==> config.mk <==
export PLATFORM = sky130hd
export DESIGN_NAME = two_of_five_tx
export DESIGN_NICKNAME = d
export VERILOG_FILES = /design/src/rtl/two_of_five_pkg.sv /design/src/rtl/two_of_five_enc.sv /design/src/rtl/two_of_five_tx.sv
export SDC_FILE = /design/constraint.sdc
export NUM_CORES = 1
export LEC_CHECK = 0
export CAP_MARGIN = 20
export CORE_MARGIN = 2
export CORE_UTILIZATION = 55
export CTS_BUF_LIST = sky130_fd_sc_hd__clkbuf_2
export DETAILED_ROUTE_END_ITERATION = 10
export DONT_BUFFER_PORTS = 1
export PLACE_DENSITY = 0.75
export SYNTH_ARGS = -nofsm -noshare
export SYNTH_HDL_FRONTEND = slang
export SYNTH_SLANG_ARGS = --single-unit
export TNS_END_PERCENT = 10
==> constraint.sdc <==
create_clock -name clk -period 2.1 [get_ports clk]
set_input_delay 0.42 -clock clk [delete_from_list [all_inputs] [get_ports clk]]
set_output_delay 0.42 -clock clk [all_outputs]
set_load 0.03 [all_outputs]
==> src/rtl/two_of_five_pkg.sv <==
// Shared code words and FSM encoding for the 2-of-5 display link transmitter.
// Code weights a=1 b=2 c=4 d=7 e=0; zero uses c+d (11) so every word has two ones.
package two_of_five_pkg;

   localparam logic [4:0] CODE_0 = 5'b00110;
   localparam logic [4:0] CODE_1 = 5'b10001;
   localparam logic [4:0] CODE_2 = 5'b01001;
   localparam logic [4:0] CODE_3 = 5'b11000;
   localparam logic [4:0] CODE_4 = 5'b00101;
   localparam logic [4:0] CODE_5 = 5'b10100;
   localparam logic [4:0] CODE_6 = 5'b01100;
   localparam logic [4:0] CODE_7 = 5'b00011;
   localparam logic [4:0] CODE_8 = 5'b10010;
   localparam logic [4:0] CODE_9 = 5'b01010;

   localparam logic [2:0] LAST_BIT = 3'd4;

   typedef enum logic [1:0] {
      ST_IDLE  = 2'd0,
      ST_SHIFT = 2'd1,
      ST_GUARD = 2'd2
   } state_e;

   function automatic int max_of(input int a, input int b);
      return (a > b) ? a : b;
   endfunction

endpackage

==> src/rtl/two_of_five_enc.sv <==
// Combinational BCD to 2-of-5 encoder; zero latency, no handshake.
// Digits 10..15 give ok=0 and an all-zero code.
module two_of_five_enc
   import two_of_five_pkg::*;
(
   input  logic [3:0] in_digit,
   output logic [4:0] code,
   output logic       ok
);

   always_comb begin
      code = 5'b00000;
      ok   = 1'b1;
      case (in_digit)
         4'd0:    code = CODE_0;
         4'd1:    code = CODE_1;
         4'd2:    code = CODE_2;
         4'd3:    code = CODE_3;
         4'd4:    code = CODE_4;
         4'd5:    code = CODE_5;
         4'd6:    code = CODE_6;
         4'd7:    code = CODE_7;
         4'd8:    code = CODE_8;
         4'd9:    code = CODE_9;
         default: ok   = 1'b0;
      endcase
   end

endmodule

==> src/rtl/two_of_five_tx.sv <==
// 2-of-5 source: one digit per accept, parallel word next cycle, serial frame a..e then guard gap.
// in_ready is low from accept until the first IDLE cycle; period 1 + 5*BIT_CYCLES + GUARD_CYCLES.
module two_of_five_tx
   import two_of_five_pkg::*;
#(
   parameter int BIT_CYCLES   = 4,
   parameter int GUARD_CYCLES = 2
) (
   input  logic       clk,
   input  logic       rst,
   input  logic       in_valid,
   input  logic [3:0] in_digit,
   output logic       in_ready,
   output logic [4:0] word,
   output logic       v,
   output logic       err,
   output logic       ser_out,
   output logic       ser_frame,
   output logic       busy
);

   localparam int CNT_W = $clog2(max_of(BIT_CYCLES, GUARD_CYCLES) + 1);
   localparam logic [CNT_W-1:0] BIT_RELOAD   = CNT_W'(BIT_CYCLES - 1);
   localparam logic [CNT_W-1:0] GUARD_RELOAD = (GUARD_CYCLES > 0) ? CNT_W'(GUARD_CYCLES - 1) : '0;

   state_e           state_q, state_d;
   logic [4:0]       word_q, word_d;
   logic             v_q, v_d;
   logic             err_q, err_d;
   logic [4:0]       shreg_q, shreg_d;
   logic [2:0]       bit_q, bit_d;
   logic [CNT_W-1:0] cnt_q, cnt_d;
   logic             ser_out_q, ser_out_d;
   logic             ser_frame_q, ser_frame_d;
   logic             busy_q, busy_d;

   logic [4:0] enc_code;
   logic       enc_ok;
   logic       accept;

   two_of_five_enc u_enc (
      .in_digit (in_digit),
      .code     (enc_code),
      .ok       (enc_ok)
   );

   assign in_ready = (state_q == ST_IDLE) && !rst;
   assign accept   = in_valid && in_ready;

   always_comb begin
      state_d = state_q;
      word_d  = word_q;
      v_d     = v_q;
      err_d   = 1'b0;
      shreg_d = shreg_q;
      bit_d   = bit_q;
      cnt_d   = cnt_q;

      case (state_q)
         ST_IDLE: begin
            if (accept) begin
               word_d = enc_code;
               v_d    = enc_ok;
               err_d  = !enc_ok;
               // An invalid digit only updates the parallel side; no frame.
               if (enc_ok) begin
                  state_d = ST_SHIFT;
                  shreg_d = enc_code;
                  bit_d   = 3'd0;
                  cnt_d   = BIT_RELOAD;
               end
            end
         end
         ST_SHIFT: begin
            if (cnt_q == '0) begin
               if (bit_q == LAST_BIT) begin
                  if (GUARD_CYCLES > 0) begin
                     state_d = ST_GUARD;
                     cnt_d   = GUARD_RELOAD;
                  end else begin
                     state_d = ST_IDLE;
                  end
               end else begin
                  bit_d   = bit_q + 3'd1;
                  shreg_d = {shreg_q[3:0], 1'b0};
                  cnt_d   = BIT_RELOAD;
               end
            end else begin
               cnt_d = cnt_q - CNT_W'(1);
            end
         end
         ST_GUARD: begin
            if (cnt_q == '0) begin
               state_d = ST_IDLE;
            end else begin
               cnt_d = cnt_q - CNT_W'(1);
            end
         end
         default: state_d = ST_IDLE;
      endcase

      // Line outputs are registered from the next state so they align with it.
      ser_frame_d = (state_d == ST_SHIFT);
      ser_out_d   = ser_frame_d && shreg_d[4];
      busy_d      = (state_d != ST_IDLE);
   end

   always_ff @(posedge clk) begin
      if (rst) begin
         state_q     <= ST_IDLE;
         word_q      <= 5'b00000;
         v_q         <= 1'b0;
         err_q       <= 1'b0;
         shreg_q     <= 5'b00000;
         bit_q       <= 3'd0;
         cnt_q       <= '0;
         ser_out_q   <= 1'b0;
         ser_frame_q <= 1'b0;
         busy_q      <= 1'b0;
      end else begin
         state_q     <= state_d;
         word_q      <= word_d;
         v_q         <= v_d;
         err_q       <= err_d;
         shreg_q     <= shreg_d;
         bit_q       <= bit_d;
         cnt_q       <= cnt_d;
         ser_out_q   <= ser_out_d;
         ser_frame_q <= ser_frame_d;
         busy_q      <= busy_d;
      end
   end

   assign word      = word_q;
   assign v         = v_q;
   assign err       = err_q;
   assign ser_out   = ser_out_q;
   assign ser_frame = ser_frame_q;
   assign busy      = busy_q;

   a_two_hot : assert property (@(posedge clk) disable iff (rst) v_q |-> ($countones(word_q) == 2));

endmodule
==> results.py, run 1 <==
metrics = {
    "synth": {
        "synthesis.nets": 161,
        "synth_area_leader_cell": "dfxtp_1",
        "ys_ff_latch": 23,
        "synth.area.top_cells": "dfxtp_1, ha_1, nor2_1",
        "avgSynthCellArea_um2": 8.536,
        "ys.flop_type": "dfxtp_1",
        "synthesis.area_um2": 1246,
        "synth_edf_count": 0,
        "ys_warn_count": 0,
        "synth.distinct_cells": 42,
        "synthCells": 146,
        "netlist.area_leader.share_pct": 36.95,
        "yosysSeqAreaShare_pct": 36.95,
        "async_flop_share_pct": 0,
    },
    "clock_tree": {
        "cts_setup_buffers": 0,
        "clockRootBuffer": "clkbuf_2",
        "cts_made_buffers": 3,
        "cts_buffer_depth": 2,
        "htreeDepth": 1,
        "path_clk_slew_ns": 0.20,
        "cts_tree": "yes",
        "cts.sinks": 23,
        "clock_latency_ns": 0.34,
    },
    "setup_path": {
        "arrival_ns": 2.15,
        "worstSetupPathType": "reg2reg",
        "r2r_start": "cnt_q[0]$_SDFFE_PP0P_",
        "worstReg2RegEnd": "shreg_q[1]$_SDFFE_PP0P_",
        "path_buf_inv": 2,
        "worstRegToRegCells": 8,
        "start_kind": "flop",
        "endpoint_kind": "flop",
        "slowest_delay_ns": 0.34,
        "path_max_fanout": 7,
        "path_delay_family": "simple AND/OR/NAND/NOR gates",
        "path_cells": "inv_1 -> ha_1 -> nor2b_2 -> and3_1 -> o21a_2 -> buf_4 -> nor2_1 -> a311oi_1",
        "cp.required_ns": 2.36,
        "r2r_slack_ns": 0.21,
        "crit_slowest_cell": "dfxtp_1",
    },
    "grt": {
        "grt_max_degree": 19,
        "grt-ovfl-total": 0,
        "grt_pass1_vias": 934,
        "grt_pass1_wl_mm": 3.905,
        "antenna_found_initial": 0,
        "track_usage_pct": 19.29,
    },
    "route": {
        "via_count": 952,
        "drc": 0,
        "avgViaCountPerCell": 5.409,
        "detail_route.first_pass.iterations": 4,
        "postRouteAntennaNets": 0,
        "routed_wl_mm": 2.133,
        "avgRoutedWirePerCell_um": 12.12,
        "drt_iter0_markers": 25,
    },
    "worst_hold_path": {
        "min_path_cells": 1,
        "min-delay-start": "rst",
        "hold_end": "cnt_q[2]$_SDFFE_PP0P_",
        "holdCritPathClass": "in2reg",
    },
    "timing": {
        "fin_setup_tns_ns": 0,
        "maxSlewViolCount": 0,
        "clock-skew-final_ns": 0.008868,
        "hold_slack_ns": 0.1109,
        "finalHoldViolCount": 0,
        "setup-violations-final": 0,
        "fmax_ghz": 0.5289,
        "worst_pin_slew_ns": 0.4262,
        "rsz0062_at_grt": "no",
        "slew_headroom_pct": 71.59,
        "fin_crit_sh_pct": 90.03,
        "min_period_ns": 1.891,
    },
    "final_layout": {
        "drive_gt1_share_pct": 12.84,
        "final_cell_mix": "nor2_1, dfxtp_1, inv_1, a21oi_1, nand2_1",
        "finalNetCount": 164,
        "final_util_pct": 59.00,
        "antennaDiodeCount": 0,
        "area_delta_synth_final_pct": 2.711,
    },
    "power": {
        "power_density_nw_per_um2": 637.7,
        "ir_worst_vdd_mv": 0.5313,
        "p_leak_uw": 0.0005193,
        "p_sw_share_pct": 29.13,
        "pwr-share-seq_pct": 60.0,
        "p_int_uw": 578.5,
        "p_clk_share_pct": 21.8,
        "p_comb_share_pct": 18.3,
        "switching_power_uw": 237.7,
    },
    "flow_run": {
        "drv_cap": 0,
    },
    "floorplan": {
        "die_area_um2": 2663,
        "die_w_um": 51.60,
        "rows": 17,
        "core_area_um2": 2170,
        "start_util_pct": 57.44,
        "io_pins": 18,
        "fp.dieH_um": 51.60,
    },
    "outcome": {
        "status": "finished clean",
    },
    "placed_design": {
        "dpl.hpwl_mm": 1.664,
        "port_buffers": 0,
        "gp_congestion": 0.8219,
    },
}
-- timing repair --
action	in CTS	in global routing
setup endpoints to repair	0	5
resized for setup	0	2
hold buffers	0	0
-- worst max path at each step --
| stage | start | to | slack [ns] | depth (start not counted) |
|---|---|---|---|---|
| finish | cnt_q[0]$_SDFFE_PP0P_ | shreg_q[1]$_SDFFE_PP0P_ | 0.21 | 8 |
| global route | cnt_q[0]$_SDFFE_PP0P_ | shreg_q[1]$_SDFFE_PP0P_ | 0.04 | 8 |
| CTS | cnt_q[0]$_SDFFE_PP0P_ | shreg_q[1]$_SDFFE_PP0P_ | 0.05 | 8 |
| detailed placement | cnt_q[0]$_SDFFE_PP0P_ | shreg_q[1]$_SDFFE_PP0P_ | 0.08 | 8 |
| global placement | cnt_q[0]$_SDFFE_PP0P_ | shreg_q[1]$_SDFFE_PP0P_ | 0.23 | 8 |
| floorplan | cnt_q[0]$_SDFFE_PP0P_ | cnt_q[2]$_SDFFE_PP0P_ | 0.40 | 7 |
-- metrics by stage --
stage | instance area [µm²] | power [µW] | cells | setup WS [ns]
2_1_floorplan | 1246 | 629.2 | 146 | 0.4042
3_3_place_gp | 1256 | 641.9 | 172 | 0.2298
3_5_place_dp | 1256 | 646.8 | 172 | 0.08361
4_1_cts | 1276 | 824.8 | 176 | 0.04547
5_1_grt | 1280 | 859.5 | 176 | 0.03517
6_report | 1280 | 816.2 | 176 | 0.2093
-- area by class of cell --
type,instances,area (µm²)
multi-input cells,103,681.9
well taps,28,35.03
repair buffers,4,30.03
clock buffers,4,20.02
fillers,199,889.6
inverters,14,52.55
flip-flops and latches,23,460.4
-- synthesized netlist by cell type, types with 2 or more instances --
cell type and n:
a21oi_1 14, nor2_1 23, nor3_1 4, o21ai_0 3, ha_1 8, a221oi_1 3
nor2b_1 4, nand2_1 9, and3_1 2, dfxtp_1 23, inv_1 14, buf_6 3
xnor2_1 3, mux2i_1 2, a211oi_1 4
-- layer usage --
| metal | GRT usage, % | vias up | share of wire (%) |
|---|---|---|---|
| li1 | - | 504 | - |
| met1 | 25.54 | 423 | 48 |
| met4 | 9.211 | 0 | 1.9 |
| met2 | 30.13 | 20 | 45 |
| met5 | 0 | - | 0 |
| met3 | 3.736 | 5 | 5.1 |
-- flip-flops by register name, summed over array words and instances (netlist names), 2 cells and up --
| signal | flops |
|---|---|
| shreg_q | 5 |
| bit_q | 3 |
| state_q | 2 |
| cnt_q | 3 |
| word | 5 |
-- power groups by stage --
stage	clock [µW]	sequential, µW	combinational (µW)
2_1_floorplan	0	496	134
3_3_place_gp	0	499	143
3_5_place_dp	0	498	149
4_1_cts	186	490	149
5_1_grt	198	493	169
6_report	178	489	149
-- kinds of logic (layout without fill, tap and decap cells) --
group	Yosys count	in the layout	share of synthesized area, %
AND/OR/NAND/NOR	56	56	23.70
AO/OA/AOI/OAI	33	33	18.17
flip-flops	23	23	36.95
buffers and inverters	20	22	8.634
adder cells (fa/ha/maj)	9	9	8.836
XOR/XNOR	3	3	2.109
multiplexers	2	2	1.606
Note: power is estimated with default switching activity, not from simulation.
==> run 2, diff against run 1 <==
Settings changed: DONT_BUFFER_PORTS 1 to unset, PLACE_DENSITY 0.75 to 0.86.
==> results.py, run 2 (synthesized netlist as in run 1, its figures left out) <==
metrics = {
    "route": {
        "wl_met3_um": 142,
        "avgRoutedWirePerCell_um": 13.63,
        "detail_route.first_pass.iterations": 4,
        "avgViaCountPerCell": 5.701,
        "drc": 0,
        "via_count": 1146,
        "m1WireLength_mm": 1.120,
        "maxUsedRoutingLayer": "met4",
        "postRouteAntennaNets": 0,
        "dr_wl_met2_mm": 1.411,
        "routed_wl_mm": 2.740,
        "drt_iter0_markers": 35,
    },
    "final_layout": {
        "antennaDiodeCount": 0,
        "final_cell_mix": "nor2_1, dfxtp_1, clkdlybuf4s50_1",
        "drive_gt1_share_pct": 15.03,
        "finalNetCount": 189,
        "area_delta_synth_final_pct": 20.68,
        "fin_cells": 201,
        "nFillCells": 185,
        "design_area_um2": 1504,
    },
    "clock_tree": {
        "cts_buffer_depth": 2,
        "htreeDepth": 1,
        "cts_made_buffers": 3,
        "holdBufCountCts": 0,
        "cts_tree": "yes",
        "post_cts_resized": 0,
        "path_clk_slew_ns": 0.21,
        "clockRootBuffer": "clkbuf_2",
        "cts_setup_buffers": 0,
        "clock_latency_ns": 0.33,
        "cts.sinks": 23,
    },
    "placed_design": {
        "dpl.hpwl_mm": 2.119,
        "placedCellCount": 197,
        "placed_area_um2": 1484,
        "port_buffers": 17,
        "gp_congestion": 0.7957,
    },
    "floorplan": {
        "die_area_um2": 2663,
        "fp.dieH_um": 51.60,
        "rows": 17,
        "core_area_um2": 2170,
        "start_util_pct": 57.44,
        "io_pins": 18,
        "die_w_um": 51.60,
    },
    "timing": {
        "rsz0062_at_grt": "no",
        "clock-skew-final_ns": 0.009783,
        "fin_crit_sh_pct": 93.23,
        "worst_pin_slew_ns": 0.4334,
        "finalHoldViolCount": 0,
        "slew_headroom_pct": 71.11,
        "hold_slack_ns": 0.4726,
        "maxSlewViolCount": 0,
        "setup-violations-final": 0,
        "fmax_ghz": 0.5108,
        "min_period_ns": 1.958,
    },
    "setup_path": {
        "worstRegToRegCells": 8,
        "start_kind": "flop",
        "endpoint_kind": "flop",
        "r2r_start": "cnt_q[0]$_SDFFE_PP0P_",
        "cp-startpoint": "cnt_q[0]$_SDFFE_PP0P_",
        "worstSetupPathType": "reg2reg",
        "cp.required_ns": 2.36,
        "arrival_ns": 2.22,
        "path_max_fanout": 6,
    },
    "power": {
        "power_density_nw_per_um2": 587.9,
        "p_sw_share_pct": 30.53,
        "pwr-share-seq_pct": 53.4,
        "switching_power_uw": 269.9,
        "p_leak_uw": 0.0006188,
        "p_int_uw": 614.2,
        "p_clk_share_pct": 20.4,
        "p_comb_share_pct": 26.2,
        "ir_worst_vdd_mv": 0.4416,
        "power.total_uw": 884.1,
    },
    "grt": {
        "track_usage_pct": 24.04,
        "antenna_found_initial": 0,
        "grt_pass1_vias": 1154,
        "grt_pass1_wl_mm": 4.878,
        "grt_max_degree": 18,
        "grt-ovfl-total": 0,
    },
    "outcome": {
        "status": "finished clean",
    },
    "flow_run": {
        "drv_cap": 0,
    },
    "worst_hold_path": {
        "holdCritPathClass": "reg2reg",
        "min-delay-start": "word[1]$_SDFFE_PP0P_",
        "min_path_cells": 2,
    },
}
[run 2: power groups by stage]
stage / Combinational, µW / Clock [µW] / Sequential, µW
after global placement: 216 / 0 / 480
after CTS: 230 / 185 / 472
after global routing: 254 / 197 / 475
after detailed placement: 227 / 0 / 481
after floorplan: 134 / 0 / 496
final: 231 / 180 / 472
[run 2: layer usage]
layer	up-vias	global-route usage (%)
met1	541	26.94
met3	12	4.023
li1	551	-
met4	0	11.40
met5	-	0
met2	42	43.80
[run 2: worst max-delay path: stages, from the launching register on]
cell and delay, ns:
dfxtp_1 0.34, inv_1 0.12, ha_1 0.20, nor2b_1 0.31
and3_1 0.25, o21a_1 0.23, buf_4 0.17, nor2_1 0.04
a311oi_1 0.23
[run 2: worst paths after layout]
| check | end | slack, ns |
|---|---|---|
| max reg2reg | shreg_q[1]$_SDFFE_PP0P_ | 0.14 |
| min reg2reg | word[1]$_SDFFE_PP0P_ | 0.47 |
| max | shreg_q[1]$_SDFFE_PP0P_ | 0.14 |
| min | word[1]$_SDFFE_PP0P_ | 0.47 |
[run 2: stage by stage]
step                setup WS, ns  util [%]  setup TNS, ns
floorplan                 0.4042         -              0
finish                    0.1422     69.32              0
global route             0.01768     69.32              0
detailed placement      -0.02316     68.40       -0.03334
global placement         0.04140     68.40              0
CTS                       0.1789     69.32              0
[run 2: cell type report]
cell class / instances / area, µm² / area share, %
Clock buffer: 4 / 20.02 / 1.331
Timing Repair Buffer: 29 / 257.7 / 17.14
Sequential cell: 23 / 460.4 / 30.62
Tap cell: 28 / 35.03 / 2.329
Inverter: 14 / 52.55 / 3.494
Multi-Input combinational cell: 103 / 678.2 / 45.09
==> run 3, diff against run 2 <==
Settings changed: CTS_CLUSTER_DIAMETER set to 150.
==> results of run 3 <==
Same layout as run 2: the final DEF is identical, and so are final timing and power.
